$ cat config.mk
export PLATFORM = sky130hd
export DESIGN_NAME = pwm_capture
export DESIGN_NICKNAME = d
export VERILOG_FILES = /design/src/rtl/pwm_capture_pkg.sv /design/src/rtl/pwm_sync_edge.sv /design/src/rtl/pwm_capture.sv
export SDC_FILE = /design/constraint.sdc
export NUM_CORES = 1
export LEC_CHECK = 0
export ABC_AREA = 0
export ABC_CLOCK_PERIOD_IN_PS = 1920
export CORE_MARGIN = 3
export CORE_UTILIZATION = 35
export CTS_CLUSTER_SIZE = 25
export DETAILED_ROUTE_END_ITERATION = 7
export HOLD_SLACK_MARGIN = 0.08
export PLACE_DENSITY_LB_ADDON = 0.05
export SLEW_MARGIN = 15
export SYNTH_ARGS = -nofsm -noshare
export SYNTH_HDL_FRONTEND = slang
export SYNTH_SLANG_ARGS = --single-unit
export TNS_END_PERCENT = 5
$ cat constraint.sdc
create_clock -name clk -period 1.92 [get_ports clk]
set_input_delay 0.192 -clock clk [delete_from_list [all_inputs] [get_ports clk]]
set_output_delay 0.192 -clock clk [all_outputs]
set_load 0.1 [all_outputs]
$ cat src/rtl/pwm_capture_pkg.sv
// Shared types and constants for the PWM capture block: FSM state encoding
// and the counter saturation value derived from the counter width.
package pwm_capture_pkg;

    typedef enum logic [1:0] {
        ST_IDLE = 2'd0,
        ST_HIGH = 2'd1,
        ST_LOW  = 2'd2
    } cap_state_e;

    localparam int unsigned CAP_BITS_DEFAULT = 32'd15;

    // All-ones value of a bits-wide counter; reaching it abandons the capture.
    function automatic int unsigned sat_value(input int unsigned bits);
        return (32'd1 << bits) - 32'd1;
    endfunction

    localparam int unsigned CAP_SAT_DEFAULT = sat_value(CAP_BITS_DEFAULT);

endpackage

$ cat src/rtl/pwm_sync_edge.sv
// Synchronises the asynchronous PWM input and detects its edges.
// Define PWM_CAPTURE_DEGLITCH_EN to insert a 2-sample agreement filter before edge detect.
module pwm_sync_edge #(
    parameter int SYNC_STAGES = 2
) (
    input  logic clk,
    input  logic reset_n,
    input  logic pwm_i,
    output logic level_o,
    output logic rise_o,
    output logic fall_o
);
    import pwm_capture_pkg::*;

    logic [SYNC_STAGES-1:0] sync_q;
    logic                   s_s;
    logic                   lvl_s;
    logic                   lvl_prev_q;

    // Synchroniser chain; the newest sample enters at bit 0.
    always_ff @(posedge clk or negedge reset_n) begin
        if (!reset_n) begin
            sync_q <= {SYNC_STAGES{1'b0}};
        end else begin
            sync_q <= {sync_q[SYNC_STAGES-2:0], pwm_i};
        end
    end

    assign s_s = sync_q[SYNC_STAGES-1];

`ifdef PWM_CAPTURE_DEGLITCH_EN
    logic f_q;
    logic f_d;

    // The last two synchronised samples must agree before the filtered level follows them.
    always_comb begin
        f_d = f_q;
        if (sync_q[SYNC_STAGES-1] == sync_q[SYNC_STAGES-2]) begin
            f_d = s_s;
        end else begin
            f_d = f_q;
        end
    end

    // Filtered level register.
    always_ff @(posedge clk or negedge reset_n) begin
        if (!reset_n) begin
            f_q <= 1'b0;
        end else begin
            f_q <= f_d;
        end
    end

    assign lvl_s = f_q;
`else
    assign lvl_s = s_s;
`endif

    // One-cycle delayed copy of the level for edge detection.
    always_ff @(posedge clk or negedge reset_n) begin
        if (!reset_n) begin
            lvl_prev_q <= 1'b0;
        end else begin
            lvl_prev_q <= lvl_s;
        end
    end

    assign level_o = lvl_s;
    assign rise_o  = lvl_s & ~lvl_prev_q;
    assign fall_o  = ~lvl_s & lvl_prev_q;

endmodule

$ cat src/rtl/pwm_capture.sv
// PWM period / high-time measurement with saturation timeout.
// Optional input deglitch filter is enabled by defining PWM_CAPTURE_DEGLITCH_EN.
module pwm_capture #(
    parameter int BITS        = 15,
    parameter int SYNC_STAGES = 2
) (
    input  logic            clk,
    input  logic            reset_n,
    input  logic            enable,
    input  logic            pwm_in,
    output logic [BITS-1:0] period,
    output logic [BITS-1:0] high_time,
    output logic            valid,
    output logic            timeout,
    output logic            busy
);
    import pwm_capture_pkg::*;

    localparam logic [BITS-1:0] CNT_SAT  = BITS'(sat_value(BITS));
    localparam logic [BITS-1:0] CNT_ZERO = {BITS{1'b0}};
    localparam logic [BITS-1:0] CNT_ONE  = {{(BITS-1){1'b0}}, 1'b1};

    cap_state_e      state_q, state_d;
    logic [BITS-1:0] cnt_q, cnt_d;
    logic [BITS-1:0] hi_lat_q, hi_lat_d;
    logic [BITS-1:0] period_q, period_d;
    logic [BITS-1:0] high_q, high_d;
    logic            valid_q, valid_d;
    logic            timeout_q, timeout_d;
    logic            level_s, rise_s, fall_s;

    pwm_sync_edge #(
        .SYNC_STAGES(SYNC_STAGES)
    ) u_sync_edge (
        .clk    (clk),
        .reset_n(reset_n),
        .pwm_i  (pwm_in),
        .level_o(level_s),
        .rise_o (rise_s),
        .fall_o (fall_s)
    );

    // Next-state logic; a terminating edge takes priority over saturation.
    always_comb begin
        state_d   = state_q;
        cnt_d     = cnt_q;
        hi_lat_d  = hi_lat_q;
        period_d  = period_q;
        high_d    = high_q;
        valid_d   = 1'b0;
        timeout_d = 1'b0;
        if (!enable) begin
            state_d = ST_IDLE;
            cnt_d   = CNT_ZERO;
        end else begin
            case (state_q)
                ST_IDLE: begin
                    cnt_d = CNT_ZERO;
                    if (rise_s && level_s) begin
                        cnt_d   = CNT_ONE;
                        state_d = ST_HIGH;
                    end else begin
                        state_d = ST_IDLE;
                    end
                end
                ST_HIGH: begin
                    if (fall_s) begin
                        hi_lat_d = cnt_q;
                        cnt_d    = cnt_q + CNT_ONE;
                        state_d  = ST_LOW;
                    end else if (cnt_q == CNT_SAT) begin
                        timeout_d = 1'b1;
                        cnt_d     = CNT_ZERO;
                        state_d   = ST_IDLE;
                    end else begin
                        cnt_d = cnt_q + CNT_ONE;
                    end
                end
                ST_LOW: begin
                    if (rise_s) begin
                        period_d = cnt_q;
                        high_d   = hi_lat_q;
                        valid_d  = 1'b1;
                        cnt_d    = CNT_ONE;
                        state_d  = ST_HIGH;
                    end else if (cnt_q == CNT_SAT) begin
                        timeout_d = 1'b1;
                        cnt_d     = CNT_ZERO;
                        state_d   = ST_IDLE;
                    end else begin
                        cnt_d = cnt_q + CNT_ONE;
                    end
                end
                default: begin
                    state_d = ST_IDLE;
                    cnt_d   = CNT_ZERO;
                end
            endcase
        end
    end

    // State, counters and output registers.
    always_ff @(posedge clk or negedge reset_n) begin
        if (!reset_n) begin
            state_q   <= ST_IDLE;
            cnt_q     <= CNT_ZERO;
            hi_lat_q  <= CNT_ZERO;
            period_q  <= CNT_ZERO;
            high_q    <= CNT_ZERO;
            valid_q   <= 1'b0;
            timeout_q <= 1'b0;
        end else begin
            state_q   <= state_d;
            cnt_q     <= cnt_d;
            hi_lat_q  <= hi_lat_d;
            period_q  <= period_d;
            high_q    <= high_d;
            valid_q   <= valid_d;
            timeout_q <= timeout_d;
        end
    end

    assign period    = period_q;
    assign high_time = high_q;
    assign valid     = valid_q;
    assign timeout   = timeout_q;
    assign busy      = (state_q == ST_HIGH) || (state_q == ST_LOW);

endmodule

# Yosys cells after proc, flatten, opt, wreduce, memory -nomap -nowiden
# Cells that the tools add are included.
[op_classes]
add_sub_neg = 1
shift = 0
mux = 20
eq_ne = 3
n_lt_le_gt_ge = 0
reduce_logical = 5
n_bitwise = 4
div_mod_pow = 0
n_mul = 0
[ops]
columns = ["op", "count"]
rows = [
  ["$mux 15", 4],
  ["$pmux 15 s3", 1],
  ["$add 15x1->15 const B", 1],
  ["$eq 15x15->1 const B", 1],
  ["$mux 1", 9],
  ["$mux 2", 4],
  ["$pmux 2 s3", 1],
  ["$reduce_and 3->1", 2],
  ["$and 1x1->1", 2],
  ["$eq 2x1->1 const B", 1],
  ["$eq 2x2->1 const B", 1],
  ["$logic_not 2->1", 1],
  ["$not 1->1", 2],
  ["$pmux 1 s2", 1],
  ["$logic_and 1x1->1", 1],
  ["$logic_or 1x1->1", 1],
]
[totals]
romBits = 0
elab_cells = 42
register_bits = 67
output_inout_bits = 33
ram_bits = 0
memories = 0
latchBits = 0
in_bits = 4

# Depth between registers and ports, before layout
# Gate-level depths: netlist (run 1).
[depth]
depth_word = 6
mapped_depth = 7
ltp_nobuf = 6

# Cells and area by module
# A second synthesis (run 1) with hierarchy kept.
[unflattened]
hier_cells = 206
area_unflattened_um2 = 2829.0
[by_module_without_submodules]
columns = ["module", "n_inst", "area_each_um2", "seq_area_each_um2", "cells_per_inst"]
rows = [
  ["pwm_capture", 1, 2738.9, 1601.5, 201],
  ["pwm_sync_edge", 1, 90.1, 75.1, 5],
]

# Least setup slack after synthesis (run 1)
# No wires, ideal clock.
[synth_path]
path_type = "register to register"
from = "reg cnt_q[0]"
to = "reg cnt_q[10]"
path_buffers = 2
synth_period_minus_slack_ps = 1989
path_stages_with_launch = 8
setup_ps = 127
setup_slack_ps = -69
t_required_ps = 1793
arrival_time_ps = 1862
path_cell_list = "dfrtp_1 ha_1 nand4_2 or4_1 buf_6 o211ai_4 buf_6 a21oi_1"
[synth_between]
elab_chain_len = 5
word_cells_on_any_way = 7
classes_between = "add/sub (1); eq/ne (1); mux (5)"
[synth_rtl]
columns = ["element", "line_no", "text"]
rows = [
  ["start, declared", "pwm_capture.sv:24", "logic [BITS-1:0] cnt_q, cnt_d;"],
  ["start signal, assigned", "pwm_capture.sv:114", "cnt_q <= cnt_d;"],
  ["$add 15x1->15 / $eq 15x15->1 (equally long branches)", "-", ""],
  ["$mux 15", "pwm_capture.sv:71, pwm_capture.sv:86", ""],
  ["$mux 15, on equally long branches", "pwm_capture.sv:80, pwm_capture.sv:67", ""],
  ["$pmux 15 s3 (*)", "pwm_capture.sv:56", "case (state_q)"],
  ["$mux 15 (*)", "pwm_capture.sv:52", "if (!enable) begin"],
  ["net cnt_d[10]", "pwm_capture.sv:24", ""],
]
# Mark *: on every way through the listed nets, which the timed path passes. The rest lies on a longest branch.
# A chain may end at the register's enable or synchronous reset.

# Worst setup path in the final report (run 1)
[layout_path]
from = "reg cnt_q[1]"
to = "reg cnt_q[13]"
# The elaborated chain is that of the path after synthesis.

==> flow_summary.ini, run 1 <==
[status]
outcome = complete, no violations

[floorplanning]
core_um2 = 7490
row_count = 31
start_util_pct = 37.2
die_area_um2 = 9070
ios = 37
chipWidth_um = 95.2
die_y_um = 95.2

[worst_setup_path]
slowest_delay_ns = 0.47
timing.rr.end = cnt_q[13]
crit_required_ns = 2.13
cp_cell_sequence = ha_2 > nand4_2 > or4_4 > o211ai_4 > buf_12 > a22oi_1
reg2reg_from = cnt_q[1]
cp_data_arrival_time_ns = 1.94
critical_path.startpoint = cnt_q[1]
cp-start-kind = register
crit_type = register to register
slowest_stage = or4_4
critPathCaptureType = register
r2r_slack_ns = 0.19
reg2regPathDepth = 6
cp-endpoint = cnt_q[13]
crit_fanout = 14

[synthesis]
ys.warnings.count = 0
synth_area_leaders = dfrtp_1 60%, mux2_2 17%, xnor2_1 2.8%, ha_1 2.2%, nand3_1 2.2%
yosysTopAreaCell = dfrtp_1
avgSynthCellArea_um2 = 13.3
synth.distinct_cells = 33
syn_inst = 210
ys_seq_area_share_pct = 60.2
synthesis.nets = 219
synth-seq-cells = 67
syn_area_um2 = 2790
synthDominantCellAreaShare_pct = 60.2

[timing]
rsz0062_at_grt = false
setup_viol = 0
period_share_pct = 90.1
finalSetupTns_ns = 0
worst_slew_pin_slew_ns = 0.403
hold_violations = 0
period_needed_ns = 1.73
fmax_ghz = 0.578
fin_skew_ns = 0.00838
drv_slew = 0
relSlewSlack_pct = 73.1

[finish]
layoutNonFillerInstCount = 380
syn2layout_area_growth_pct = 29.0
fin_nets = 286
drive_above_1_share_pct = 43.4
n_antenna_cell = 0

[power]
p_leak_nw = 1.77
pwr_density_cell_nw_per_um2 = 742
power_mw = 2.66
ir_drop_uv = 381

[place]
hpwl_mm = 3.80
dp_cells = 364
port_buffers = 36
place.gp.congestion = 0.774

[global_route]
antenna_found_initial = 0
grt_pass1_wl_mm = 9.24
grt_pass1_vias = 1861
grt_max_degree = 33
grt_overflow = 0
grt_usage_pct = 13.5

[clocking]
cts_tree = yes
clockBufferDepth = 2
post-cts-setup-buffer-count = 0
numClockSinks = 67
numCtsBuffers = 9
root_buffer = clkbuf_8
clk_pin_slew_ns = 0.07
htree_levels = 3
worstSkewPairLatency_ns = 0.34

[route]
finalWirelength_mm = 5.36
firstDrtPassIters = 6
dr_total_vias = 1816
drc = 0
post_drt_wl_per_cell_um = 14.1
ant_nets = 0
vias_per_cell = 4.78
drt_iter0_drc = 68

[hold_path]
hold_path.class = input pin to async pin

[job]
max-cap-violations = 0
-- state kept, by name, indices dropped and copies added, names as in the netlist --
signal / cells
period: 15
high_time: 15
u_sync_edge.sync_q: 2
hi_lat_q: 15
u_sync_edge.lvl_prev_q: 1
state_q: 2
valid: 1
timeout: 1
cnt_q: 15
-- routing by layer --
| metal | part of all wire [%] | global-route usage [%] |
|---|---|---|
| met1 | 50 | 18.3 |
| met2 | 43 | 20.1 |
| met3 | 5.2 | 5.21 |
| met4 | 0.84 | 3.97 |
| met5 | 0 | 0 |
-- stage by stage --
stage | area (um^2) | setup WS (ns) | util (%) | hold WS [ns]
2_1_floorplan | 2790 | 0.0631 | - | -0.104
3_3_place_gp | 3390 | 0.153 | 45.3 | 0.0150
3_5_place_dp | 3390 | 0.132 | 45.3 | 0.0136
4_1_cts | 3590 | 0.118 | 48.0 | 0.174
5_1_grt | 3590 | 0.0283 | 48.0 | 0.171
6_report | 3590 | 0.190 | 48.0 | 0.190
-- cell usage in the layout (no fill, tap or decap), types with 2 or more instances in the layout --
cell | synthesis | routed
clkbuf_8 | 0 | 10
nor3_1 | 3 | 3
inv_1 | 6 | 6
buf_12 | 0 | 4
a22oi_1 | 2 | 2
nand2_1 | 9 | 9
xor2_1 | 2 | 2
or3_1 | 3 | 3
nand2b_1 | 2 | 2
o2111ai_1 | 2 | 2
clkdlybuf4s50_1 | 0 | 2
xnor2_1 | 9 | 9
a21oi_1 | 11 | 11
nor2_1 | 3 | 3
nor4_1 | 2 | 2
clkinv_2 | 0 | 3
dfrtp_1 | 67 | 67
ha_1 | 5 | 4
nand3_1 | 12 | 12
buf_4 | 0 | 55
nor2b_1 | 3 | 3
mux2_2 | 41 | 41
o21ai_0 | 9 | 9
-- cell usage after synthesis --
cell       instances
nor4_1             2
dfrtp_1           67
nor2b_1            3
or4_1              1
o2111ai_1          2
nand3_1           12
nor2_1             3
a21oi_2            1
ha_1               5
a21oi_1           11
o21bai_1           1
buf_6              2
or2_2              1
xor2_1             2
a221oi_1           1
a21o_1             1
and2_1             1
nor3_1             3
a22oi_1            2
mux2_2            41
nand2b_1           2
clkbuf_1           4
inv_1              6
or3_1              3
a21boi_0           1
xnor2_1            9
and4_1             1
nand4_1            1
o21ai_0            9
buf_2              1
nand4_2            1
o211ai_4           1
nand2_1            9
-- layout make-up --
cell class | count | area [um^2]
inverter | 6 | 22.5
sequential | 67 | 1680
timing repair buffer | 63 | 528
clock buffer | 10 | 138
clock inverter | 5 | 53.8
fill | 709 | 3890
multi-input combinational | 130 | 1050
tap | 99 | 124
-- kinds of logic (layout without fill, tap and decap cells) --
group,count (synthesis),in the layout,share of synthesized area [%]
fa+ha+maj,5,5,2.25
xor+xnor,11,11,3.46
flops,67,67,60.2
simple gates,43,43,8.26
buf+inv,13,84,2.33
compound gates,30,30,6.96
mux,41,41,16.6
-- where the power goes --
| part | leakage [nW] | internal, mW | switching (mW) |
|---|---|---|---|
| Combinational | 0.739 | 0.0342 | 0.0659 |
| Clock | 0.102 | 0.623 | 0.517 |
| Sequential | 0.928 | 1.42 | 0.00537 |
-- worst min-delay path by stage --
stage,start,endpoint,slack (ns),cells past startpoint
2_1_floorplan,reset_n,cnt_q[0],-0.10,0
3_5_place_dp,reset_n,high_time[1],0.01,1
3_3_place_gp,reset_n,high_time[1],0.01,1
5_1_grt,reset_n,high_time[1],0.17,2
6_report,reset_n,high_time[1],0.19,2
4_1_cts,reset_n,high_time[1],0.17,2
-- critical path: cells and delay by family (launching register included) --
kind,cells,cell delay [ns]
fa+ha+maj,1,0.21
buf+inv,1,0.16
flops,1,0.35
simple gates,2,0.58
compound gates,2,0.30
-- timing repair --
| action | CTS | global route |
|---|---|---|
| hold buffers | 1 | 0 |
| gates resized for setup | 0 | 1 |
| setup endpoints to repair | 0 | 1 |
| endpoints found under the hold margin | 67 | 0 |
No activity file was read; power rests on OpenSTA's default activity.
==> inputs of run 2 (changes only) <==
--- a/config.mk
+++ b/config.mk
@@ -7,7 +7,7 @@
 export LEC_CHECK = 0
 export ABC_AREA = 0
 export ABC_CLOCK_PERIOD_IN_PS = 1920
-export CORE_MARGIN = 3
+export CORE_MARGIN = 2
 export CORE_UTILIZATION = 35
 export CTS_CLUSTER_SIZE = 25
 export DETAILED_ROUTE_END_ITERATION = 7
==> flow_summary.ini, run 2 (synthesis results as in run 1) <==
[status]
outcome = complete, no violations

[finish]
seq_area_um2 = 1680
multi_input_area_um2 = 1050
syn2layout_area_growth_pct = 29.4
fin_area_um2 = 3600
final_common_cell = dfrtp_1
fin_nets = 288
finish.utilization_pct = 46.6
layoutNonFillerInstCount = 384
drive_above_1_share_pct = 43.3
nFillCells = 743
n_antenna_cell = 0
layout_common_cells = 67 x dfrtp_1, 58 x buf_4, 41 x mux2_2

[place]
dp_cells = 369
place.gp.congestion = 0.773
port_buffers = 36
hpwl_mm = 3.83
placed_cell_area_um2 = 3390

[clocking]
cts_hold_buf = 1
post-cts-setup-buffer-count = 0
htree_levels = 3
cts_tree = yes
clk_pin_slew_ns = 0.06
cts_resized = 0
clockBufferDepth = 2
numCtsBuffers = 9
worstSkewPairLatency_ns = 0.34
numClockSinks = 67
root_buffer = clkbuf_8

[route]
drt-met1-wl_mm = 2.72
dr_total_vias = 1817
wl_met3_um = 222
drc = 0
top_layer = met4
detailroute.wirelength.met2_mm = 2.38
firstDrtPassIters = 4
ant_nets = 0
drt_iter0_drc = 60
vias_per_cell = 4.73
post_drt_wl_per_cell_um = 14.0
finalWirelength_mm = 5.39

[power]
power.switching_mw = 0.561
p_leak_nw = 1.77
combPwrFrac_pct = 3.7
pwr_density_cell_nw_per_um2 = 751
clockPowerShare_pct = 43.6
power_frac_seq_pct = 52.7
p_sw_share_pct = 20.7
internal_power_mw = 2.14
ir_drop_uv = 430

[timing]
relSlewSlack_pct = 73.3
fin_skew_ns = 0.00775
hold_violations = 0
worst_slew_pin_slew_ns = 0.400
finalSetupTns_ns = 0
period_needed_ns = 1.78
drv_slew = 0
period_share_pct = 92.8
fmax_ghz = 0.561
setup_viol = 0
rsz0062_at_grt = false

[worst_setup_path]
cp-start-kind = register
critPathCaptureType = register
cp_data_arrival_time_ns = 2.00
cp_num_buf_inv = 1
cp_cell_sequence = ha_2 > nand4_2 > or4_1 > o211ai_4 > buf_4 > a21oi_1
reg2regPathDepth = 6
slowest_delay_ns = 0.51
r2r_slack_ns = 0.14
crit_required_ns = 2.13
crit_type = register to register
path_depth = 6
cpLargestDelayFamily = simple AND/OR/NAND/NOR gates
crit_fanout = 8
slowest_stage = or4_1

[floorplanning]
start_util_pct = 36.1
ios = 37
die_area_um2 = 8690
chipWidth_um = 93.2
die_y_um = 93.2
core_um2 = 7730
row_count = 32

[global_route]
grt_overflow = 0
antenna_found_initial = 0
grt_max_degree = 68
grt_usage_pct = 14.2
grt_pass1_wl_mm = 9.38
grt_pass1_vias = 1872

[hold_path]
whs_path_depth = 1
hold_path.class = input pin to register

[job]
max-cap-violations = 0
run 2: stage by stage:
stage	setup slack, ns	hold WS [ns]	power [mW]
2_1_floorplan	0.0631	-0.104	1.49
3_3_place_gp	0.177	0.243	1.56
3_5_place_dp	0.138	0.245	1.56
4_1_cts	0.133	0.282	2.76
5_1_grt	0.00848	0.302	2.82
6_report	0.137	0.299	2.71
run 2: final cells by class:
cell class / count / area share [%]
sequential: 67 / 46.5
tap: 102 / 3.54
timing repair buffer: 65 / 14.7
multi-input combinational: 130 / 29.1
clock buffer: 12 / 4.58
inverter: 6 / 0.625
clock inverter: 2 / 0.972
run 2: path summary, 6_finish.rpt:
kind	startpoint	end
setup / recovery	cnt_q[1]	cnt_q[8]
hold / removal	pwm_in	u_sync_edge.sync_q[0]
setup reg to reg	cnt_q[1]	cnt_q[8]
hold reg to reg	u_sync_edge.sync_q[0]	u_sync_edge.sync_q[1]
max in group asynchronous	reset_n	state_q[1]
min in group asynchronous	reset_n	period[0]
run 2: layer usage:
metal	vias up	global-route usage, %
met1	895	19.0
met4	0	5.88
met5	-	0
met3	10	4.83
li1	881	-
met2	31	21.0
run 2: power by group through the flow:
stage	Clock [mW]	Sequential [mW]	Combinational [mW]
after floorplan	0	1.46	0.0379
after global placement	0	1.45	0.104
after detailed placement	0	1.45	0.104
after CTS	1.23	1.43	0.105
after global routing	1.28	1.43	0.115
final	1.18	1.43	0.101
